**src/rtl/rvm_mem_arbiter.sv**
```systemverilog
// Arbitrates the core's instruction and data ports onto one AXI4-Lite master, one transaction at a time.
// Optional RVM_ARB_ROUND_ROBIN_EN: alternate grants on ties; default build gives data fixed priority.
//
// state     | meaning
// ----------+----------------------------------------------
// S_IDLE    | no transaction; grant one requesting port
// S_RD_ADDR | arvalid asserted, waiting for arready
// S_RD_DATA | rready asserted, waiting for rvalid
// S_WR      | awvalid/wvalid asserted, each waits for its ready
// S_WR_RESP | bready asserted, waiting for bvalid
// S_RESP    | one-cycle rvalid pulse to the owning port
module rvm_mem_arbiter #(
   parameter int DATA_WIDTH = 32,
   parameter int ADDR_WIDTH = 32
) (
   input  logic                    clock_i,
   input  logic                    reset_ni,
   input  logic                    instr_req_i,
   input  logic [ADDR_WIDTH-1:0]   instr_addr_i,
   output logic                    instr_gnt_o,
   output logic                    instr_rvalid_o,
   output logic [DATA_WIDTH-1:0]   instr_rdata_o,
   output logic                    instr_err_o,
   input  logic                    data_req_i,
   input  logic                    data_we_i,
   input  logic [ADDR_WIDTH-1:0]   data_addr_i,
   input  logic [DATA_WIDTH/8-1:0] data_be_i,
   input  logic [DATA_WIDTH-1:0]   data_wdata_i,
   output logic                    data_gnt_o,
   output logic                    data_rvalid_o,
   output logic                    data_err_o,
   output logic [DATA_WIDTH-1:0]   data_rdata_o,
   output logic [ADDR_WIDTH-1:0]   m_axi_awaddr,
   output logic [2:0]              m_axi_awprot,
   output logic                    m_axi_awvalid,
   input  logic                    m_axi_awready,
   output logic [DATA_WIDTH-1:0]   m_axi_wdata,
   output logic [DATA_WIDTH/8-1:0] m_axi_wstrb,
   output logic                    m_axi_wvalid,
   input  logic                    m_axi_wready,
   input  logic [1:0]              m_axi_bresp,
   input  logic                    m_axi_bvalid,
   output logic                    m_axi_bready,
   output logic [ADDR_WIDTH-1:0]   m_axi_araddr,
   output logic [2:0]              m_axi_arprot,
   output logic                    m_axi_arvalid,
   input  logic                    m_axi_arready,
   input  logic [DATA_WIDTH-1:0]   m_axi_rdata,
   input  logic [1:0]              m_axi_rresp,
   input  logic                    m_axi_rvalid,
   output logic                    m_axi_rready
);

   typedef enum logic [2:0] {
      S_IDLE, S_RD_ADDR, S_RD_DATA, S_WR, S_WR_RESP, S_RESP
   } state_t;

   state_t                  state_q;
   logic                    owner_data_q;
   logic [ADDR_WIDTH-1:0]   addr_q;
   logic [2:0]              prot_q;
   logic [DATA_WIDTH-1:0]   wdata_q;
   logic [DATA_WIDTH/8-1:0] strb_q;
   logic [DATA_WIDTH-1:0]   rdata_q;
   logic                    err_q;
   logic                    instr_rvalid_q;
   logic                    data_rvalid_q;
   logic                    awvalid_q;
   logic                    wvalid_q;
   logic                    arvalid_q;
   logic                    bready_q;
   logic                    rready_q;
   logic                    pick_data;
   logic                    idle;

   assign idle = (state_q == S_IDLE);

`ifdef RVM_ARB_ROUND_ROBIN_EN
   logic last_data_q;

   always_ff @(posedge clock_i or negedge reset_ni) begin
      if (!reset_ni) begin
         last_data_q <= 1'b0;
      end else if (idle && (instr_req_i || data_req_i)) begin
         last_data_q <= pick_data;
      end
   end

   // On a tie the port not granted last wins; last_data_q resets to instr so data wins first.
   assign pick_data = data_req_i && (!instr_req_i || !last_data_q);
`else
   assign pick_data = data_req_i;
`endif

   assign data_gnt_o  = idle && pick_data;
   assign instr_gnt_o = idle && instr_req_i && !pick_data;

   always_ff @(posedge clock_i or negedge reset_ni) begin
      if (!reset_ni) begin
         state_q        <= S_IDLE;
         owner_data_q   <= 1'b0;
         addr_q         <= '0;
         prot_q         <= 3'b000;
         wdata_q        <= '0;
         strb_q         <= '0;
         rdata_q        <= '0;
         err_q          <= 1'b0;
         instr_rvalid_q <= 1'b0;
         data_rvalid_q  <= 1'b0;
         awvalid_q      <= 1'b0;
         wvalid_q       <= 1'b0;
         arvalid_q      <= 1'b0;
         bready_q       <= 1'b0;
         rready_q       <= 1'b0;
      end else begin
         instr_rvalid_q <= 1'b0;
         data_rvalid_q  <= 1'b0;
         case (state_q)
            S_IDLE: begin
               if (data_gnt_o || instr_gnt_o) begin
                  owner_data_q <= data_gnt_o;
                  addr_q       <= data_gnt_o ? data_addr_i : instr_addr_i;
                  prot_q       <= data_gnt_o ? 3'b000 : 3'b100;
                  wdata_q      <= data_gnt_o ? data_wdata_i : '0;
                  strb_q       <= data_gnt_o ? data_be_i : '0;
                  if (data_gnt_o && data_we_i) begin
                     awvalid_q <= 1'b1;
                     wvalid_q  <= 1'b1;
                     state_q   <= S_WR;
                  end else begin
                     arvalid_q <= 1'b1;
                     state_q   <= S_RD_ADDR;
                  end
               end
            end
            S_RD_ADDR: begin
               if (m_axi_arready) begin
                  arvalid_q <= 1'b0;
                  rready_q  <= 1'b1;
                  state_q   <= S_RD_DATA;
               end
            end
            S_RD_DATA: begin
               if (m_axi_rvalid) begin
                  rready_q       <= 1'b0;
                  rdata_q        <= m_axi_rdata;
                  err_q          <= (m_axi_rresp != 2'b00);
                  data_rvalid_q  <= owner_data_q;
                  instr_rvalid_q <= !owner_data_q;
                  state_q        <= S_RESP;
               end
            end
            S_WR: begin
               if (m_axi_awready) awvalid_q <= 1'b0;
               if (m_axi_wready)  wvalid_q  <= 1'b0;
               // A channel is finished if it already handshook or handshakes this cycle.
               if ((!awvalid_q || m_axi_awready) && (!wvalid_q || m_axi_wready)) begin
                  bready_q <= 1'b1;
                  state_q  <= S_WR_RESP;
               end
            end
            S_WR_RESP: begin
               if (m_axi_bvalid) begin
                  bready_q       <= 1'b0;
                  rdata_q        <= '0;
                  err_q          <= (m_axi_bresp != 2'b00);
                  data_rvalid_q  <= owner_data_q;
                  instr_rvalid_q <= !owner_data_q;
                  state_q        <= S_RESP;
               end
            end
            S_RESP: begin
               state_q <= S_IDLE;
            end
            default: begin
               state_q <= S_IDLE;
            end
         endcase
      end
   end

   assign instr_rvalid_o = instr_rvalid_q;
   assign instr_rdata_o  = rdata_q;
   assign instr_err_o    = err_q;
   assign data_rvalid_o  = data_rvalid_q;
   assign data_rdata_o   = rdata_q;
   assign data_err_o     = err_q;

   assign m_axi_awaddr  = addr_q;
   assign m_axi_awprot  = prot_q;
   assign m_axi_awvalid = awvalid_q;
   assign m_axi_wdata   = wdata_q;
   assign m_axi_wstrb   = strb_q;
   assign m_axi_wvalid  = wvalid_q;
   assign m_axi_bready  = bready_q;
   assign m_axi_araddr  = addr_q;
   assign m_axi_arprot  = prot_q;
   assign m_axi_arvalid = arvalid_q;
   assign m_axi_rready  = rready_q;

endmodule

```
**config.mk**
```make
export PLATFORM = sky130hd
export DESIGN_NAME = rvm_mem_arbiter
export DESIGN_NICKNAME = d
export VERILOG_FILES = /design/src/rtl/rvm_mem_arbiter.sv
export SDC_FILE = /design/constraint.sdc
export NUM_CORES = 1
export LEC_CHECK = 0
export CAP_MARGIN = 40
export CELL_PAD_IN_SITES_DETAIL_PLACEMENT = 2
export CELL_PAD_IN_SITES_GLOBAL_PLACEMENT = 2
export CORE_ASPECT_RATIO = 0.75
export CORE_MARGIN = 1.5
export CORE_UTILIZATION = 21
export DETAILED_ROUTE_END_ITERATION = 10
export PLACE_DENSITY_LB_ADDON = 0.12
export SETUP_SLACK_MARGIN = 0.4
export SLEW_MARGIN = 30
export SYNTH_ARGS = -nofsm -noshare
export SYNTH_HDL_FRONTEND = slang
export SYNTH_SLANG_ARGS = --single-unit
```
**constraint.sdc**
```tcl
create_clock -name clock_i -period 2 [get_ports clock_i]
set_input_delay 0.5 -clock clock_i [delete_from_list [all_inputs] [get_ports clock_i]]
set_output_delay 0.5 -clock clock_i [all_outputs]
set_load 0.1 [all_outputs]
```
==> results by group <==
CTS
  – CTS Sinks: between 100 and 150
  – Number of H-tree levels: 4
  – CTS root buf: clkbuf_16
  – CTS tree: done
  – Number of buffers created by CTS: 17
  – Clock buffer depth: 2
  – Worst-path clk slew: 70 ps
  – Clock Latency Late Sink: 410 ps

Global routing
  – Global route overflow: 0
  – First-pass GRT wire length: 33400 um
  – Initial antenna violation count: 1
  – GRT Resource Usage Total: 0.175
  – Largest net degree at the start of global routing: 52
  – Vias in the first global route: around 5300

Die
  – Die area: between 0.02 and 0.03 mm^2
  – Cell Rows: between 40 and 50
  – Die H: 139 um
  – I/O pin count: about 330
  – Core Region: between 0.02 and 0.025 mm^2
  – Die X: about 180 um
  – Initial Util: 0.215

Setup path
  – R2r worst-path depth: 11
  – Slowest cell on the critical path: dfrtp_1
  – Origin of the worst setup path: state_q[2]$_DFFE_PN0P_
  – CP Max Fanout: 2
  – Required @ worst endpoint: 1500 ps
  – Worst setup path end: data_gnt_o
  – Crit-path max cell delay: roughly 400 ps
  – WP depth: 4
  – Reg2Reg Launch Point: state_q[0]$_DFFE_PN0P_
  – Worst path arrival time: 1490 ps
  – Critical Path Start Type: flip-flop
  – Largest delay contributor family on the critical path: flip-flops
  – FF-to-FF End: m_axi_araddr[1]$_DFFE_PN0P_
  – Buffers plus inverters on the worst setup path: 2
  – Crit path capture type: primary output
  – CP cell instances: nor3_4 > buf_4 > and2_4 > buf_12
  – Flop-to-flop setup slack: roughly 70 ps
  – CP Class: flip-flop to primary output

Synth
  – Post-synthesis async set-or-reset flop share: 1.00
  – Gate Count Post-Synth: 435
  – Yosys synthesis warning count: 0
  – Largest family of logic cells by synthesized area: compound AO/OA/AOI/OAI gates
  – Post-synthesis mux area share: 0.00193
  – XOR/XNOR Fraction of Synth Area: 0
  – EDFF count, synth: 0
  – Top_reg_cell synth: dfrtp_1
  – Mapped Avg Cell Area: 11.9 um^2
  – Synth cell types: 36
  – Synth Area in Simple Gates: 0.0793
  – Cell Area, Synth: 0.00519 mm^2
  – Post-synthesis adder-cell area fraction: 0
  – Synthesis-stage register bit count: 113
  – Synth Area in Compound Gates: 0.218
  – Register area share after synthesis: 0.545

Drt
  – Max layer used: met4
  – Drt total wl: 22500 um
  – Wire length on met1: 8800 um
  – Iteration-0 DRC Markers: 170
  – First drt pass iteration count: 4
  – Wire length on met3: 2360 um
  – Vias per cell: between 4 and 5
  – Antenna-violating nets left: 0
  – Routed length per placed instance: 21.2 um
  – Met2 WL: 11100 um
  – # DRC: 0
  – DR vias: 4607

Cells and area
  – FF+latch area: 0.00291 mm^2
  – Layout Utilization: 0.463
  – Most common cell after layout, fill and taps aside: buf_12
  – Filler Cells Inserted: ~2300
  – Antenna Diode Count: 0
  – Layout net count: 865
  – P&R area growth vs syn: 115%
  – Layout cells sized above 1: 0.489
  – Multi-input gate area: between 0.0015 and 0.002 mm^2
  – Most used cells in the layout excluding fill and tap cells: buf_12, clkdlybuf4s50_1, nand2_1
  – Final Cell Area: 0.0111 mm^2

Place
  – I/O Buffers: around 320
  – DP Area: 0.0101 mm^2
  – Post-detail-place hpwl: 16700 um
  – Final GP Congestion: 0.754

STA
  – RSZ-0062 raised after global routing: true
  – Sum Neg Setup Slack: 0 ps
  – Minimum clock period: 1990 ps
  – Final Hold Fails: 0
  – Endpoints failing setup: 0
  – Fin. max-slew vios: 0
  – Fin crit share: 0.996
  – Final Hold Slack: 480 ps
  – Fmax: 502 MHz
  – Setup Skew: 13.1 ps

Hold path
  – Worst Hold Class: input pin to asynchronous set/reset pin

Status
  – Status: complete, no violations

Job
  – Max Cap Violations: 0
how the worst min path moves through the flow:
stage | start | to | slack, ps | cells after the start
finish | reset_ni | data_rdata_o[2]$_DFFE_PN0P_ | 480 | 2
global route | reset_ni | data_rdata_o[2]$_DFFE_PN0P_ | 490 | 2
CTS | reset_ni | data_rdata_o[2]$_DFFE_PN0P_ | 480 | 2
detailed placement | reset_ni | data_rdata_o[3]$_DFFE_PN0P_ | 390 | 1
global placement | reset_ni | data_rdata_o[2]$_DFFE_PN0P_ | 380 | 1
floorplan | reset_ni | data_err_o$_DFFE_PN0P_ | 200 | 0
metrics by stage:
step | cells | setup WS, ps
after floorplan | 438 | 278
after global placement | 1013 | -14.6
after detailed placement | 1013 | -43.7
after CTS | 1056 | -63.8
after global routing | 1063 | -60.5
final | 1063 | 7.64
per-layer routing:
metal	up-vias	GRT usage
met3	18	0.0846
met4	0	0.0462
met2	208	0.297
met5	-	0
li1	2038	-
met1	2343	0.195
synth_stat cells (3+ instances only):
master / instances / area, um^2
buf_6: 8 / 90.1
buf_4: 79 / 593
a22o_1: 69 / 604
nand3b_1: 3 / 22.5
a31oi_1: 3 / 18.8
a22oi_1: 5 / 37.5
a22oi_2: 28 / 350
clkbuf_1: 3 / 11.3
a21o_1: 3 / 22.5
buf_2: 6 / 30.0
inv_1: 6 / 22.5
a21oi_1: 6 / 30.0
nor2_1: 6 / 22.5
nand2_1: 71 / 267
dfrtp_1: 113 / 2830
state kept, by name (all words and copies together) (netlist names), 3 cells and up:
register	cells
m_axi_wdata	32
m_axi_araddr	32
data_rdata_o	32
state_q	3
m_axi_wstrb	4
cells by family (layout without fill, tap and decap cells):
logic type | Yosys count | after routing
buf+inv | 105 | 399
flops | 113 | 113
mux | 1 | 1
simple gates | 93 | 93
compound gates | 122 | 122
other cells | 1 | 4
cell type report:
cell class                      instances  share of cell area
Timing Repair Buffer                  361               0.497
Sequential cell                       113               0.261
Multi-Input combinational cell        220               0.146
Clock buffer                           18              0.0385
Tap cell                              331              0.0371
Clock inverter                         14              0.0182
Inverter                                6             0.00202
repair_timing:
item / CTS / global route
gates resized for setup: 22 / 13
buffers inserted: 7 / 4
pin swaps: 26 / 49
hold endpoints to repair: 13 / 0
setup endpoints to repair: 21 / 75
gates cloned: 3 / 3
hold buffers: 1 / 0
Power is left out: the tool's default activity adds up to more than one toggle a clock period on the data nets, which glitch-free logic cannot reach.
